$ cat src/rtl/mux_nx1_arb_pkg.sv
// Shared constants and helpers for the N-to-1 arbitrated output mux.
package mux_nx1_arb_pkg;

  localparam logic MODE_FIXED = 1'b0;
  localparam logic MODE_RR    = 1'b1;

  // Ceiling log2 for sizing channel indices; callers guarantee value >= 2.
  function automatic int clog2(input int value);
    int result;
    result = 0;
    for (int i = 0; i < 32; i++) begin
      if ((32'd1 << i) < value) result = i + 1;
      else result = result;
    end
    return result;
  endfunction

endpackage

$ cat src/rtl/mux_nx1_arb_grant_rr.sv
// Combinational arbiter: fixed priority from channel 0, or round-robin starting at ptr.
module mux_nx1_arb_grant_rr
  import mux_nx1_arb_pkg::*;
#(
  parameter int N     = 4,
  parameter int SEL_W = 2
) (
  input  logic [N-1:0]     req,
  input  logic [SEL_W-1:0] ptr,
  input  logic             rr_mode,
  output logic [N-1:0]     grant,
  output logic [SEL_W-1:0] winner,
  output logic             any
);

  logic [N-1:0]     grant_s;
  logic [SEL_W-1:0] winner_s;
  logic             found_s;

  // Scan channels in priority order and keep the first requester found.
  always_comb begin
    int pos;
    int idx;
    grant_s  = '0;
    winner_s = '0;
    found_s  = 1'b0;
    for (int k = 0; k < N; k++) begin
      pos = (rr_mode == MODE_RR) ? int'(ptr) + k : k;
      idx = (pos >= N) ? pos - N : pos;
      if (!found_s && req[idx]) begin
        grant_s[idx] = 1'b1;
        winner_s     = SEL_W'(idx);
        found_s      = 1'b1;
      end else begin
        found_s = found_s;
      end
    end
  end

  assign grant  = grant_s;
  assign winner = winner_s;
  assign any    = found_s;

endmodule

$ cat src/rtl/mux_nx1_arb.sv
// N-channel registered multiplexer with valid/ready handshakes and a run-time
// selectable fixed-priority / round-robin arbiter feeding a one-entry output register.
module mux_nx1_arb
  import mux_nx1_arb_pkg::*;
#(
  parameter  int WIDTH = 8,
  parameter  int N     = 4,
  localparam int SEL_W = clog2(N)
) (
  input  logic               clock,
  input  logic               reset_b,
  input  logic               rr_mode,
  input  logic [N-1:0]       in_valid,
  input  logic [N*WIDTH-1:0] in_data,
  output logic [N-1:0]       in_ready,
  output logic               out_valid,
  output logic [WIDTH-1:0]   out_data,
  output logic [SEL_W-1:0]   out_chan,
  input  logic               out_ready
);

  logic [N-1:0]     grant_s;
  logic [SEL_W-1:0] win_s;
  logic             any_s;
  logic             load_en_s;
  logic [SEL_W-1:0] next_ptr_s;
  logic [WIDTH-1:0] win_data_s;

  logic [SEL_W-1:0] ptr_r;
  logic             out_valid_r;
  logic [WIDTH-1:0] out_data_r;
  logic [SEL_W-1:0] out_chan_r;

  mux_nx1_arb_grant_rr #(
    .N     (N),
    .SEL_W (SEL_W)
  ) u_grant (
    .req     (in_valid),
    .ptr     (ptr_r),
    .rr_mode (rr_mode),
    .grant   (grant_s),
    .winner  (win_s),
    .any     (any_s)
  );

  // The register accepts a new word when empty or being drained this cycle.
  assign load_en_s  = !out_valid_r || out_ready;
  assign in_ready   = grant_s & {N{load_en_s & reset_b}};
  assign win_data_s = in_data[int'(win_s)*WIDTH +: WIDTH];
  assign next_ptr_s = (win_s == SEL_W'(N-1)) ? {SEL_W{1'b0}} : win_s + SEL_W'(1);

  // Output register and round-robin pointer; a stalled output freezes everything.
  always_ff @(posedge clock or negedge reset_b) begin
    if (!reset_b) begin
      ptr_r       <= '0;
      out_valid_r <= 1'b0;
      out_data_r  <= '0;
      out_chan_r  <= '0;
    end else if (load_en_s) begin
      if (any_s) begin
        out_valid_r <= 1'b1;
        out_data_r  <= win_data_s;
        out_chan_r  <= win_s;
        if (rr_mode == MODE_RR) ptr_r <= next_ptr_s;
        else ptr_r <= ptr_r;
      end else begin
        out_valid_r <= 1'b0;
      end
    end else begin
      out_valid_r <= out_valid_r;
    end
  end

  assign out_valid = out_valid_r;
  assign out_data  = out_data_r;
  assign out_chan  = out_chan_r;

endmodule

$ cat config.mk
export PLATFORM = sky130hd
export DESIGN_NAME = mux_nx1_arb
export DESIGN_NICKNAME = d
export VERILOG_FILES = /design/src/rtl/mux_nx1_arb_pkg.sv /design/src/rtl/mux_nx1_arb_grant_rr.sv /design/src/rtl/mux_nx1_arb.sv
export SDC_FILE = /design/constraint.sdc
export NUM_CORES = 1
export LEC_CHECK = 0
export ABC_AREA = 1
export CAP_MARGIN = 10
export CORE_MARGIN = 4
export CORE_UTILIZATION = 42
export DETAILED_ROUTE_END_ITERATION = 6
export PLACE_DENSITY = 0.91
export SETUP_SLACK_MARGIN = 0.15
export SLEW_MARGIN = 20
export SYNTH_ARGS = -nofsm -noshare
export SYNTH_HDL_FRONTEND = slang
export SYNTH_SLANG_ARGS = --single-unit
$ cat constraint.sdc
create_clock -name clock -period 2.2 [get_ports clock]
set_input_delay 0.22 -clock clock [delete_from_list [all_inputs] [get_ports clock]]
set_output_delay 0.22 -clock clock [all_outputs]
set_load 0.1 [all_outputs]
---- Word-level counts from Yosys, hierarchy flattened ----
Cells that the tools add are included.
word-level totals
  register bits ........................... 13
  bits of input ports ..................... 40
  output and inout port bits .............. 15
  word-level logic and storage cells ...... 87
operators by class
  $add $sub $neg .......................... 8
  magnitude comparators ................... 12
  eq/ne operators ......................... 1
  shifts and indexed selects .............. 1
  muxes and demuxes ....................... 42
  bitwise logic cells ..................... 5
  reductions and logical operators ........ 14
operator list
  operator               count
  $mux 32                7
  $ge 32x1->1 const B    4
  $ge 32x4->1 const B    4
  $lt 32x4->1 const B    4
  $sub 32x4->32 const B  4
  $shiftx 32x6->8        1
  $mux 1                 17
  $mux 4                 4
  $mux 2                 6
  $or 4x4->4             3
  $bmux 1 s2             4
  $demux 1 s2            4
  $logic_and 1x1->1      7
  $add 2x2->3 const B    2
  $and 4x4->4            1
  $logic_not 1->1        4
  $add 2x1->3 const B    1
  $reduce_and 3->1       1
  $add 2x1->2 const B    1
  $eq 2x2->1 const B     1
  $reduce_and 2->1       1
  $and 1x1->1            1
  $logic_or 1x1->1       1

---- Logic depth before layout (Yosys ltp) ----
Gate-level depths: netlist of the first run.
  depth in word-level cells ............... 18
  mapped depth ............................ 18
  depth with buffers taken out ............ 16

---- Hierarchy ----
Synthesis of the first run repeated with hierarchy kept, for this count alone.
second synthesis, totals
  cells, all modules ...................... 240
  area total of the unflattened synthesis .. 1,360.1 um^2
modules (own cells, without submodules)
  module                times used  cells an instance  area each (um^2)  seq. area each (um^2)
  mux_nx1_arb           1           160                937.1             325.3
  mux_nx1_arb_grant_rr  1           80                 422.9             0.0

---- Worst setup path after synthesis of the first run ----
No wires, ideal clock.
  path type ............................... reg-to-output
  from .................................... register ptr_r[0]
  to ...................................... output port in_ready[1]
  arrival time ............................ 3.535 ns
  data required time ...................... 1.980 ns
  slack ................................... -1.555 ns
  cell stages (with the launch flop) ...... 13
  path buffers ............................ 3
  cell sequence ........................... dfrtp_1 -> buf_4 -> nand2_4 -> buf_6 -> nand2_1 -> nand2_1 -> nand2_1 -> nand2_2 -> nand4_1 -> nand2_4 -> nand2_4 -> buf_6 -> nor3_1
between the ends
  cells in the longest elaborated chain, start to end .. 17
  elaborated cells between the ends (all ways) .. 68
  classes of those cells .................. add/sub (7); order compare (12); mux (35); bitwise (4); reduce/logical (10)
RTL lines
  what                                                                    RTL line                    RTL
  start, declared                                                         mux_nx1_arb.sv:29           logic [SEL_W-1:0] ptr_r;
  start signal, assigned                                                  mux_nx1_arb.sv:64           if (rr_mode == MODE_RR) ptr_r <= next_ptr_s;
  start signal, assigned                                                  mux_nx1_arb.sv:65           else ptr_r <= ptr_r;
  parallel branches: the longest is 15 deep, another holds $sub 32x4->32  n/a
  $mux 4 *                                                                mux_nx1_arb_grant_rr.sv:30  if (!found_s && req[idx]) begin
  $and 4x4->4 *                                                           mux_nx1_arb.sv:48           assign in_ready = grant_s & {N{load_en_s & reset_b}};
  end, declared                                                           mux_nx1_arb.sv:15           output logic [N-1:0] in_ready,
Every way passes the cells marked *. The select of a mux whose other input is x is not followed.

---- Worst setup path in the final report of the first run ----
  from .................................... register ptr_r[0]
  to ...................................... output port in_ready[3]
Same word-level chain as after synthesis.

==> flow_summary.toml, run 1 <==
[detailed_routing]
drtAntennaViolNets = 0
post_drt_wl_per_cell_um = 19.3
firstDrtPassIters = 5
drc = 0
routed_wl_um = 6530
drt_iter0_drc = 229
vias = 1919
routed_via_density = 5.68

[synthesis]
synth_edf_count = 0
yosys.area_share.simple_pct = 57.0
synth_top_area_share_pct = 25.8
synthAdderAreaFrac_pct = 0
synthArstFlopShare_pct = 100
syn_avg_cell_area_um2 = 6.04
yosysSeqAreaShare_pct = 25.8
ys_top_cells_by_area = "dfrtp_1, nand2_1, nand3_1, nor2_1, inv_1"
synth_area_um2 = 1260
synth_compound_area_share_pct = 5.65
synth_mux_area_share_pct = 0
dominantRegCellSynth = "dfrtp_1"
synthCells = 209
synth_warnings = 0
yosysTopAreaCell = "dfrtp_1"
ys_seq_elements = 13
synth_top_family_by_area = "simple AND/OR/NAND/NOR gates"
synth_nets = 249
synth_xor_area_share_pct = 0
synth.distinct_cells = 26

[cts]
clk_latency_ns = 0.31
postCtsHoldBufs = 0
cts_buffers = 3
cts_buffer_depth = 2
clk_pin_slew_ns = 0.10
cts-htree-levels = 1
cts_tree = "built"
cts_sinks = 13
cts_root_buf = "clkbuf_4"

[sta]
relSlewSlack_pct = 72.6
drv_slew = 0
tightest_slew_ns = 0.410
setup_viol = 15
tns_ns = -3.22
max_freq_mhz = 389
worst_slack_ns = -0.369
fin_crit_ns = 2.57
fin_skew_ns = 0.0229
hold_viol = 0
min_period_over_period_pct = 117
rsz0062_at_grt = "true"

[grt]
overflow = 0
grt_pass1_wl_um = 8160
grt_pass1_vias = 1747
grt_max_degree = 14
antenna_found_initial = 0
grtUsageTotal_pct = 26.1

[worst_setup_path]
end_kind = "output port"
cp-start-kind = "register"
required_ns = 1.98
worstPathArrival_ns = 2.35
critPathMaxFanout = 5
crit_type = "register to output port"

[floorplan]
fp.dieArea_um2 = 3950
rows = 19
die_w_um = 62.8
coreArea_um2 = 2810
ioPinCount = 55
die_h_um = 62.8
initial_utilization_pct = 45.0

[finish]
fin_nets = 347
n_fill_cell = 118
syn2layout_area_growth_pct = 98.3
multi_input_area_um2 = 1080
drive_gt1_share_pct = 43.8
finalNonFillerCells = 338
regArea_um2 = 328

[power]
ir_drop_v = 0.00108
power_density_nw_per_um2 = 1660
finalPower_w = 0.00416
p_leak_nw = 1.24

[placement]
gp_congestion = 0.880
dp.cells = 312
hpwlAfterDp_um = 3300
io_buffers = 54

[status]
violations = "negative setup slack"
outcome = "complete, but fails checks"

[worst_hold_path]
hold_path_class = "primary input to async pin"

[flow_run]
max_cap_violations = 0
==> area by class of cell <==
type	instances	area share [%]
diodes	1	0.100
repair buffers	97	37.0
flip-flops and latches	13	13.1
multi-input cells	167	43.0
repair inverters	1	0.300
clock buffers	4	1.05
inverters	24	3.90
well taps	31	1.55
==> worst paths after layout <==
path	start	end	slack [ns]	depth (start not counted)
max	ptr_r[0]	in_ready[3]	-0.37	12
min	reset_b	ptr_r[1]	0.31	2
max reg2reg	ptr_r[0]	out_data[5]	-0.26	18
min reg2reg	out_chan[1]	out_chan[1]	0.51	2
max in group asynchronous	reset_b	out_valid	1.69	2
min in group clock	out_chan[1]	out_chan[1]	0.51	2
==> repair_timing <==
action	CTS	global route
setup endpoints to repair	12	17
resized for setup	35	36
buffers inserted	11	7
gates cloned	3	0
pin swaps	6	23
==> kinds of logic after synthesis <==
| family | count (synthesis) |
|---|---|
| compound gates | 10 |
| buf+inv | 30 |
| flops | 13 |
| simple gates | 156 |
==> registers in the layout, indices dropped and copies added (netlist names) <==
name,count
out_chan,2
out_data,8
out_valid,1
ptr_r,2
==> report_power, final <==
group	total, W	switching (W)	leakage, nW	internal, W
Clock	0.000167	0.0000956	0.0150	0.0000710
Sequential	0.000465	0.000101	0.149	0.000364
Combinational	0.00352	0.00234	1.08	0.00119
Total	0.00416	0.00253	1.24	0.00162
==> cells in the final DEF (no fill, tap or decap), drive strengths merged, types with 4 or more instances in the layout <==
| cell type | Yosys | final |
|---|---|---|
| buf | 6 | 58 |
| clkbuf | 0 | 4 |
| clkdlybuf4s50 | 0 | 38 |
| dfrtp | 13 | 13 |
| inv | 24 | 24 |
| nand2 | 88 | 89 |
| nand3 | 30 | 30 |
| nor2 | 24 | 24 |
| nor3 | 5 | 5 |
| o21ai | 4 | 4 |
| or2 | 5 | 5 |
==> critical path: stages, from the launching register on <==
cell	delay (ns)
dfrtp_2	0.44
buf_12	0.15
nand2_4	0.09
inv_2	0.05
a21oi_4	0.17
nand2_2	0.12
nand2_4	0.12
nand4_1	0.16
nand2_4	0.14
nand2_4	0.09
buf_4	0.15
nor3_4	0.14
buf_12	0.20
==> metrics by stage <==
stage          hold slack [ns]  instance area, um^2  utilization (%)  setup slack, ns
5_1_grt                  0.309                 2500             89.2           -0.418
3_5_place_dp             0.477                 2060             73.3           -0.252
6_report                 0.314                 2500             89.3           -0.369
3_3_place_gp             0.468                 2060             73.3           -0.187
2_1_floorplan          -0.0756                 1340                -           -0.199
4_1_cts                  0.322                 2340             83.3           -0.126
==> cells in the mapped netlist (2+ instances only) <==
| library cell | count |
|---|---|
| o21bai_1 | 3 |
| or2_0 | 4 |
| a21oi_1 | 2 |
| nand2_4 | 5 |
| o21ai_0 | 2 |
| nand3_1 | 30 |
| nand4_1 | 2 |
| nor3_1 | 5 |
| inv_1 | 19 |
| buf_4 | 2 |
| buf_6 | 3 |
| nand2_2 | 5 |
| inv_2 | 4 |
| nor2_1 | 22 |
| nand2_1 | 78 |
| dfrtp_1 | 13 |
==> routing by layer <==
metal	vias to the layer above	share of wire, %	global-route usage, %
met5	-	0	0
met4	0	3.9	9.37
met3	28	9.2	5.40
met2	146	49	44.9
met1	891	37	32.2
li1	854	-	-
No activity file was read; power rests on OpenSTA's default activity.
==> run 2, diff against run 1 <==
- CELL_PAD_IN_SITES_DETAIL_PLACEMENT: unset -> 0
- CELL_PAD_IN_SITES_GLOBAL_PLACEMENT: unset -> 1
- CORE_UTILIZATION: 42 -> 28
- PLACE_DENSITY: 0.91 -> 0.92
- SLEW_MARGIN: 20 -> 15
==> flow_summary.toml, run 2 (same netlist as run 1, synthesis figures left out) <==
[power]
power.internal_w = 0.00156
seqPwrFrac_pct = 12.3
power_density_nw_per_um2 = 1560
finalPower_w = 0.00377
p_comb_share_pct = 82.0
p_sw_w = 0.00221
switching_share_pct = 58.6
ir_drop_v = 0.000847
clkPwrFrac_pct = 5.7
p_leak_nw = 1.21

[status]
violations = "negative setup slack"
outcome = "complete, but fails checks"

[detailed_routing]
drt_iter0_drc = 75
drtAntennaViolNets = 0
post_drt_wl_per_cell_um = 12.5
vias = 1603
routed_via_density = 4.53
drc = 0
firstDrtPassIters = 4
routed_wl_um = 4410

[worst_setup_path]
ff2ff_path_depth = 15
required_ns = 1.98
worstPathArrival_ns = 2.15
reg2reg_slack_ns = -0.11
crit_type = "register to output port"
end_kind = "output port"
critPathMaxFanout = 8
cp-start-kind = "register"

[sta]
relSlewSlack_pct = 71.9
setup_viol = 12
worst_slack_ns = -0.173
fin_crit_ns = 2.37
rsz0062_at_grt = "true"
drv_slew = 0
fin_skew_ns = 0.000497
tightest_slew_ns = 0.421
hold_viol = 0
max_freq_mhz = 421
min_period_over_period_pct = 108

[placement]
dp.cells = 331
io_buffers = 54
hpwlAfterDp_um = 3150
gp_congestion = 0.836
place_ws_ns = -0.201

[finish]
largest_reg_flops = 8
most-common-layout-cells = "nand2_1, buf_4, clkdlybuf4s50_1, nor2_1, nand3_1"
antennaDiodeCount = 0
drive_gt1_share_pct = 37.7
finalNonFillerCells = 354
fin_nets = 343
fin_util_pct = 55.5
final_common_cell = "nand2_1"
syn2layout_area_growth_pct = 91.5

[cts]
cts_tree = "built"
cts_buffers = 3
cts_sinks = 13
cts_root_buf = "clkbuf_8"
clk_latency_ns = 0.24
postCtsHoldBufs = 0
cts-htree-levels = 1
clk_pin_slew_ns = 0.06
cts_buffer_depth = 2

[grt]
antenna_found_initial = 0
grtUsageTotal_pct = 15.1
grt_pass1_wl_um = 6700
overflow = 0
grt_pass1_vias = 1527
grt_max_degree = 14

[floorplan]
coreArea_um2 = 4350
rows = 24
initial_utilization_pct = 29.0
fp.dieArea_um2 = 5650
die_w_um = 75.1
die_h_um = 75.1
ioPinCount = 55

[flow_run]
max_cap_violations = 0

[worst_hold_path]
hold_path_class = "primary input to async pin"
-- run 2: cell count changes in the layout (fill, tap and decap cells not counted), sizes merged --
cell / before / now
diode: 1 / 0
buf: 58 / 55
nand2: 89 / 88
-- run 2: worst paths after layout --
| check | from | to |
|---|---|---|
| max | ptr_r[0] | in_ready[2] |
| min | reset_b | out_data[3] |
| max reg2reg | ptr_r[0] | out_data[2] |
| min reg2reg | out_data[7] | out_data[7] |
| max in group asynchronous | reset_b | ptr_r[1] |
| min in group clock | out_data[7] | out_data[7] |
-- run 2: power groups by stage --
stage / clock network [W] / logic [W] / registers, W
6_report: 0.000215 / 0.00309 / 0.000463
5_1_grt: 0.000230 / 0.00332 / 0.000477
4_1_cts: 0.000220 / 0.00296 / 0.000461
3_5_place_dp: 0 / 0.00269 / 0.000455
3_3_place_gp: 0 / 0.00268 / 0.000450
2_1_floorplan: 0 / 0.00129 / 0.00112
-- run 2: repair_timing --
action | CTS | global route
buffers inserted | 14 | 4
hold endpoints to repair | 0 | 0
setup endpoints to repair | 12 | 17
resized for setup | 25 | 18
pin swaps | 16 | 12
cloned | 1 | 0
-- run 2: cell type report --
type                       instances  area, um^2
timing repair buffer              94         867
inverter                          24        97.6
sequential                        13         328
fill                             385        1940
clock buffer                       4        45.0
timing repair inverter             1        7.51
multi-input combinational        166        1010
tap                               52        65.1
-- run 2: routing by layer --
layer  GRT usage (%)  part of all wire, %
met1            19.1                   44
met2            27.2                   50
met3            2.67                  5.0
met4            2.52                 0.66
met5               0                    0
-- run 2: worst max-delay path: stages, from the launching register on --
cell and delay (ns):
dfrtp_2 0.49, nand2_8 0.10, buf_4 0.16, nand2_4 0.07, nand3_2 0.08, nand2_4 0.11
buf_4 0.12, nand4_1 0.16, nand2_4 0.17, inv_6 0.05, nor3_4 0.19, buf_12 0.20
-- run 2: stage by stage --
stage	hold WS, ns	area [um^2]	TNS [ns]
after floorplan	-0.0756	1340	-0.732
final	0.349	2420	-1.06
after detailed placement	0.470	2070	-1.95
after global routing	0.360	2420	-2.82
after CTS	0.358	2310	-0.834
after global placement	0.472	2070	-1.94
